File: src/rtl/xadac_rob.sv
// ---------------------------------------------------------------------------
// xadac_rob
//
// Reorder buffer in front of the xadac spill-register cut on the response
// path. Each issued accelerator request allocates one slot, in order. The
// responses come back tagged with their slot ID and may arrive in any order.
// They leave on the master port in allocation order.
//
// All master-side outputs come straight from registers. No slave input can
// reach mst_valid or mst_data through a combinational path.
//
// Parameters
//   Depth  number of slots (power of two, >= 2)
//   DataT  response payload type
//   IdW    slot ID width, derived from Depth
//
// Ports
//   clk, rstn      clock, asynchronous active-low reset
//   flush          synchronous clear of all slots and pointers
//   alloc_valid    request to allocate the next slot
//   alloc_ready    a slot is free
//   alloc_id       ID of the slot granted on an alloc handshake
//   rsp_valid      response present
//   rsp_ready      always 1
//   rsp_id         slot targeted by the response
//   rsp_data       response payload
//   rsp_err        response targeted a free or already-completed slot
//   mst_valid      head slot is complete
//   mst_data       payload of the head slot
//   mst_ready      downstream accepts the head slot
// ---------------------------------------------------------------------------
module xadac_rob #(
    parameter int unsigned Depth = 4,
    parameter type         DataT = logic,
    localparam int unsigned IdW  = $clog2(Depth)
) (
    input  logic           clk,
    input  logic           rstn,
    input  logic           flush,
    input  logic           alloc_valid,
    output logic           alloc_ready,
    output logic [IdW-1:0] alloc_id,
    input  logic           rsp_valid,
    output logic           rsp_ready,
    input  logic [IdW-1:0] rsp_id,
    input  DataT           rsp_data,
    output logic           rsp_err,
    output logic           mst_valid,
    output DataT           mst_data,
    input  logic           mst_ready
);

    // Pointers carry one extra wrap bit, so full and empty stay distinct
    // even when the slot indices match.
    localparam int unsigned PtrW = IdW + 1;

    logic [PtrW-1:0]  head_q;
    logic [PtrW-1:0]  tail_q;
    logic [PtrW-1:0]  count;
    logic [IdW-1:0]   head_idx;
    logic [IdW-1:0]   tail_idx;
    logic [Depth-1:0] busy_q;
    logic [Depth-1:0] done_q;
    DataT             data_q [Depth];

    logic full;
    logic alloc_fire;
    logic rsp_hit;
    logic rsp_ok;
    logic pop;

    assign head_idx = head_q[IdW-1:0];
    assign tail_idx = tail_q[IdW-1:0];
    assign count    = tail_q - head_q;
    assign full     = (count == PtrW'(Depth));

    // alloc_ready depends only on the registered count. A pop in the same
    // cycle as a full buffer does not open a slot until the next cycle.
    assign alloc_ready = !full;
    assign alloc_id    = tail_idx;
    assign alloc_fire  = alloc_valid && alloc_ready;

    // A response is only meaningful for an allocated slot that is still
    // waiting. Anything else is dropped and flagged.
    assign rsp_ready = 1'b1;
    assign rsp_hit   = busy_q[rsp_id] && !done_q[rsp_id];
    assign rsp_ok    = rsp_valid && rsp_hit;
    assign rsp_err   = rsp_valid && !rsp_hit;

    assign mst_valid = busy_q[head_idx] && done_q[head_idx];
    assign mst_data  = data_q[head_idx];
    assign pop       = mst_valid && mst_ready;

    // Slot bookkeeping and pointers.
    //
    // An alloc, a response and a pop never touch the same slot bit in one
    // cycle, so applying them in sequence is safe:
    //   - alloc and pop share a slot only when the buffer is full, and alloc
    //     is blocked then;
    //   - a valid response needs a busy slot, so it cannot hit the slot being
    //     allocated;
    //   - a valid response needs !done, and a pop needs done.
    //
    // Flush takes priority over all three operations.
    always_ff @(posedge clk or negedge rstn) begin
        if (!rstn) begin
            head_q <= '0;
            tail_q <= '0;
            busy_q <= '0;
            done_q <= '0;
        end else if (flush) begin
            head_q <= '0;
            tail_q <= '0;
            busy_q <= '0;
            done_q <= '0;
        end else begin
            if (alloc_fire) begin
                busy_q[tail_idx] <= 1'b1;
                done_q[tail_idx] <= 1'b0;
                tail_q           <= tail_q + PtrW'(1);
            end
            if (rsp_ok) begin
                done_q[rsp_id] <= 1'b1;
            end
            if (pop) begin
                busy_q[head_idx] <= 1'b0;
                done_q[head_idx] <= 1'b0;
                head_q           <= head_q + PtrW'(1);
            end
        end
    end

    // Payload storage. It is reset so that mst_data comes up as zero.
    // A flush leaves the payload storage untouched: once busy is cleared,
    // the old values are never presented with mst_valid set.
    always_ff @(posedge clk or negedge rstn) begin
        if (!rstn) begin
            for (int i = 0; i < int'(Depth); i++) begin
                data_q[i] <= '0;
            end
        end else if (!flush && rsp_ok) begin
            data_q[rsp_id] <= rsp_data;
        end
    end

endmodule
File: config.mk
export PLATFORM = sky130hd
export DESIGN_NAME = xadac_rob
export DESIGN_NICKNAME = d
export VERILOG_FILES = /design/src/rtl/xadac_rob.sv
export SDC_FILE = /design/constraint.sdc
export NUM_CORES = 1
export LEC_CHECK = 0
export CAP_MARGIN = 10
export CELL_PAD_IN_SITES_DETAIL_PLACEMENT = 1
export CELL_PAD_IN_SITES_GLOBAL_PLACEMENT = 2
export CORE_ASPECT_RATIO = 0.8
export CORE_MARGIN = 2
export CORE_UTILIZATION = 35
export DETAILED_ROUTE_END_ITERATION = 6
export PLACE_DENSITY = 0.83
export SLEW_MARGIN = 40
export SYNTH_ARGS = -nofsm -noshare
export SYNTH_HDL_FRONTEND = slang
export SYNTH_SLANG_ARGS = --single-unit
File: constraint.sdc
create_clock -name clk -period 3.85 [get_ports clk]
set_input_delay 0.9625 -clock clk [delete_from_list [all_inputs] [get_ports clk]]
set_output_delay 0.9625 -clock clk [all_outputs]
set_load 0.05 [all_outputs]
==> results.sh <==
export IMPL_core_area_um2=3180
export IMPL_syn_inst=132
export IMPL_clockPowerShare_pct=36.7
export IMPL_gp_congestion=0.777
export IMPL_drt_iter0_drc=53
export IMPL_fin_skew_ps=10.2
export IMPL_min_period_over_period_pct=89.0
export IMPL_setup_viol=0
export IMPL_synth_seq_area_share_pct=37.7
export IMPL_nFillCells=391
export IMPL_postCtsSetupBuffers=0
export IMPL_syn_nets=151
export IMPL_drtAntennaViolNets=0
export IMPL_finish_instance_area_um2=1410
export IMPL_synth_distinct_cells=32
export IMPL_path_clk_slew_ps=80
export IMPL_io_buffers=14
export IMPL_crit_type="input port to primary output"
export IMPL_worstRegToRegCells=7
export IMPL_yosysTopAreaCell="dfrtp_1"
export IMPL_rsz0062_at_grt="false"
export IMPL_status="finished, final reports clean"
export IMPL_hpwl_mm=2.31
export IMPL_tns_ps=0
export IMPL_hold_path_cell_count=1
export IMPL_drive_above_1_share_pct=11.0
export IMPL_synth_top_flop_cell="dfrtp_1"
export IMPL_cp_end_kind="primary output"
export IMPL_crit_fanout=6
export IMPL_syn_area_um2=1190
export IMPL_vias_per_cell=5.49
export IMPL_grt_pass1_vias=1069
export IMPL_placed_cells=182
export IMPL_ys_warn_count=0
export IMPL_hold_viol=0
export IMPL_maxCapViolCount=0
export IMPL_cts_buffers=3
export IMPL_dieArea_um2=3900
export IMPL_timing_fmax_mhz=292
export IMPL_cell_internal_pwr_uw=316
export IMPL_synth_edf_count=0
export IMPL_routedWlPerCell_um=16.2
export IMPL_async_flop_share_pct=100
export IMPL_drc_errors=0
export IMPL_seq_area_um2=450
export IMPL_antenna_found_initial=0
export IMPL_switchingPower_uw=125
export IMPL_diodes=0
export IMPL_worstSkewPairLatency_ps=260
export IMPL_comb_power_share_pct=17.2
export IMPL_start_kind="input port"
export IMPL_cp_required_ps=2890
export IMPL_num_nets_final=166
export IMPL_syn_area_per_cell_um2=9.04
export IMPL_drt_pass1_iter_count=4
export IMPL_ir_drop_mv=0.173
export IMPL_grt_pass1_wl_mm=5.20
export IMPL_boundaryPins=16
export IMPL_synth_commonest_cells="dfrtp_1, nand2_1, a21oi_1"
export IMPL_start_util_pct=37.6
export IMPL_synth_top_cell_area_share_pct=37.7
export IMPL_cts_hold_buf=0
export IMPL_seqPwrFrac_pct=46.1
export IMPL_drt_wl_total_mm=3.01
export IMPL_grt_overflow_total=0
export IMPL_grt_usage_pct=17.2
export IMPL_die_h_um=56.2
export IMPL_clock_sinks=18
export IMPL_clockBufferDepth=2
export IMPL_htreeDepth=1
export IMPL_powerDensity_nw_per_um2=312
export IMPL_multi_input_area_um2=659
export IMPL_area_growth_synth_to_final_pct=18.2
export IMPL_synth_seq_cells=18
export IMPL_vias=1022
export IMPL_stdcell_count=186
export IMPL_grt_start_max_net_pins=19
export IMPL_placed_cell_area_um2=1360
export IMPL_die_x_um=69.3
export IMPL_holdCritPathClass="flop to flop"
export IMPL_fin_crit_ps=3430
export IMPL_p_sw_share_pct=28.3
export IMPL_cts_resized=0
export IMPL_synth_area_top_cells="dfrtp_1, ha_1, nand2_1"
export IMPL_slew_viol_final=0
export IMPL_cts_tree="done"
export IMPL_p_leak_uw=0.000618
export IMPL_rows=18
export IMPL_cts_root_buf="clkbuf_8"
export IMPL_worstPathArrival_ps=2460
## critical path: stages
cell and delay (ps):
clkdlybuf4s50_1 580, inv_1 100, or3_1 390, a31oi_1 180, nor2b_1 60, buf_4 190
## logic make-up (layout without fill, tap and decap cells)
logic type / after synthesis / in the layout / share of synthesized area, %
AO/OA/AOI/OAI: 29 / 29 / 14.0
XOR/XNOR: 2 / 2 / 1.47
adder cells (fa/ha/maj): 10 / 10 / 10.5
buffers and inverters: 19 / 33 / 7.02
flip-flops: 18 / 18 / 37.7
multiplexers: 7 / 7 / 8.80
other: 1 / 1 / 0.314
AND/OR/NAND/NOR: 46 / 46 / 20.1
## layout by cell type, fill, tap and decap left out, types with 2 or more instances in the layout
cell type / instances
nor3b_1: 3
o211ai_1: 2
clkbuf_8: 4
or3_1: 7
mux2_2: 5
o31ai_1: 6
buf_4: 3
nor2b_1: 4
ha_1: 10
inv_1: 12
clkdlybuf4s50_1: 12
nor4_1: 2
a21oi_1: 13
nand4_1: 3
nor2_1: 3
o21ai_0: 6
nand2_1: 18
dfrtp_1: 18
## metal layers
layer  GRT usage, %  routed length (um)
met5              0                   0
met1           21.2                1430
met4           4.76                  45
met3           5.07                  85
met2           29.1                1450
## layout make-up
type	instances	share of cell area, %
flip-flops and latches	18	31.9
inverters	13	3.46
repair buffers	16	10.5
well taps	40	3.55
multi-input cells	95	46.7
clock buffers	4	3.90
## power by group through the flow
| stage | logic, uW | clock network (uW) | registers, uW |
|---|---|---|---|
| floorplan | 48.6 | 0 | 205 |
| global placement | 74.1 | 0 | 206 |
| detailed placement | 76.3 | 0 | 207 |
| CTS | 76.8 | 167 | 203 |
| global route | 83.2 | 178 | 204 |
| finish | 75.9 | 162 | 203 |
## sequential cells by signal, indices dropped and copies added (netlist names)
register and flops:
data_q 4, tail_q 3, head_q 3, busy_q 4
done_q 4
## per-stage QoR
stage               util, %  setup slack (ps)  hold slack (ps)  power, uW
floorplan                 -               846              471        253
global placement       42.9               491              481        280
detailed placement     42.7               434              491        283
CTS                    44.4               428              509        447
global route           44.4               252              536        466
finish                 44.4               423              506        441
## path summary, 6_finish.rpt
kind,slack [ps],from,endpoint
min,510,data_q[3],data_q[3]
min reg2reg,510,data_q[3],data_q[3]
max in group asynchronous,2900,rstn,tail_q[1]
min in group asynchronous,640,rstn,busy_q[2]
max,420,rsp_id[1],rsp_err
max reg2reg,1590,tail_q[0],tail_q[2]
No activity file was read; power rests on OpenSTA's default activity.
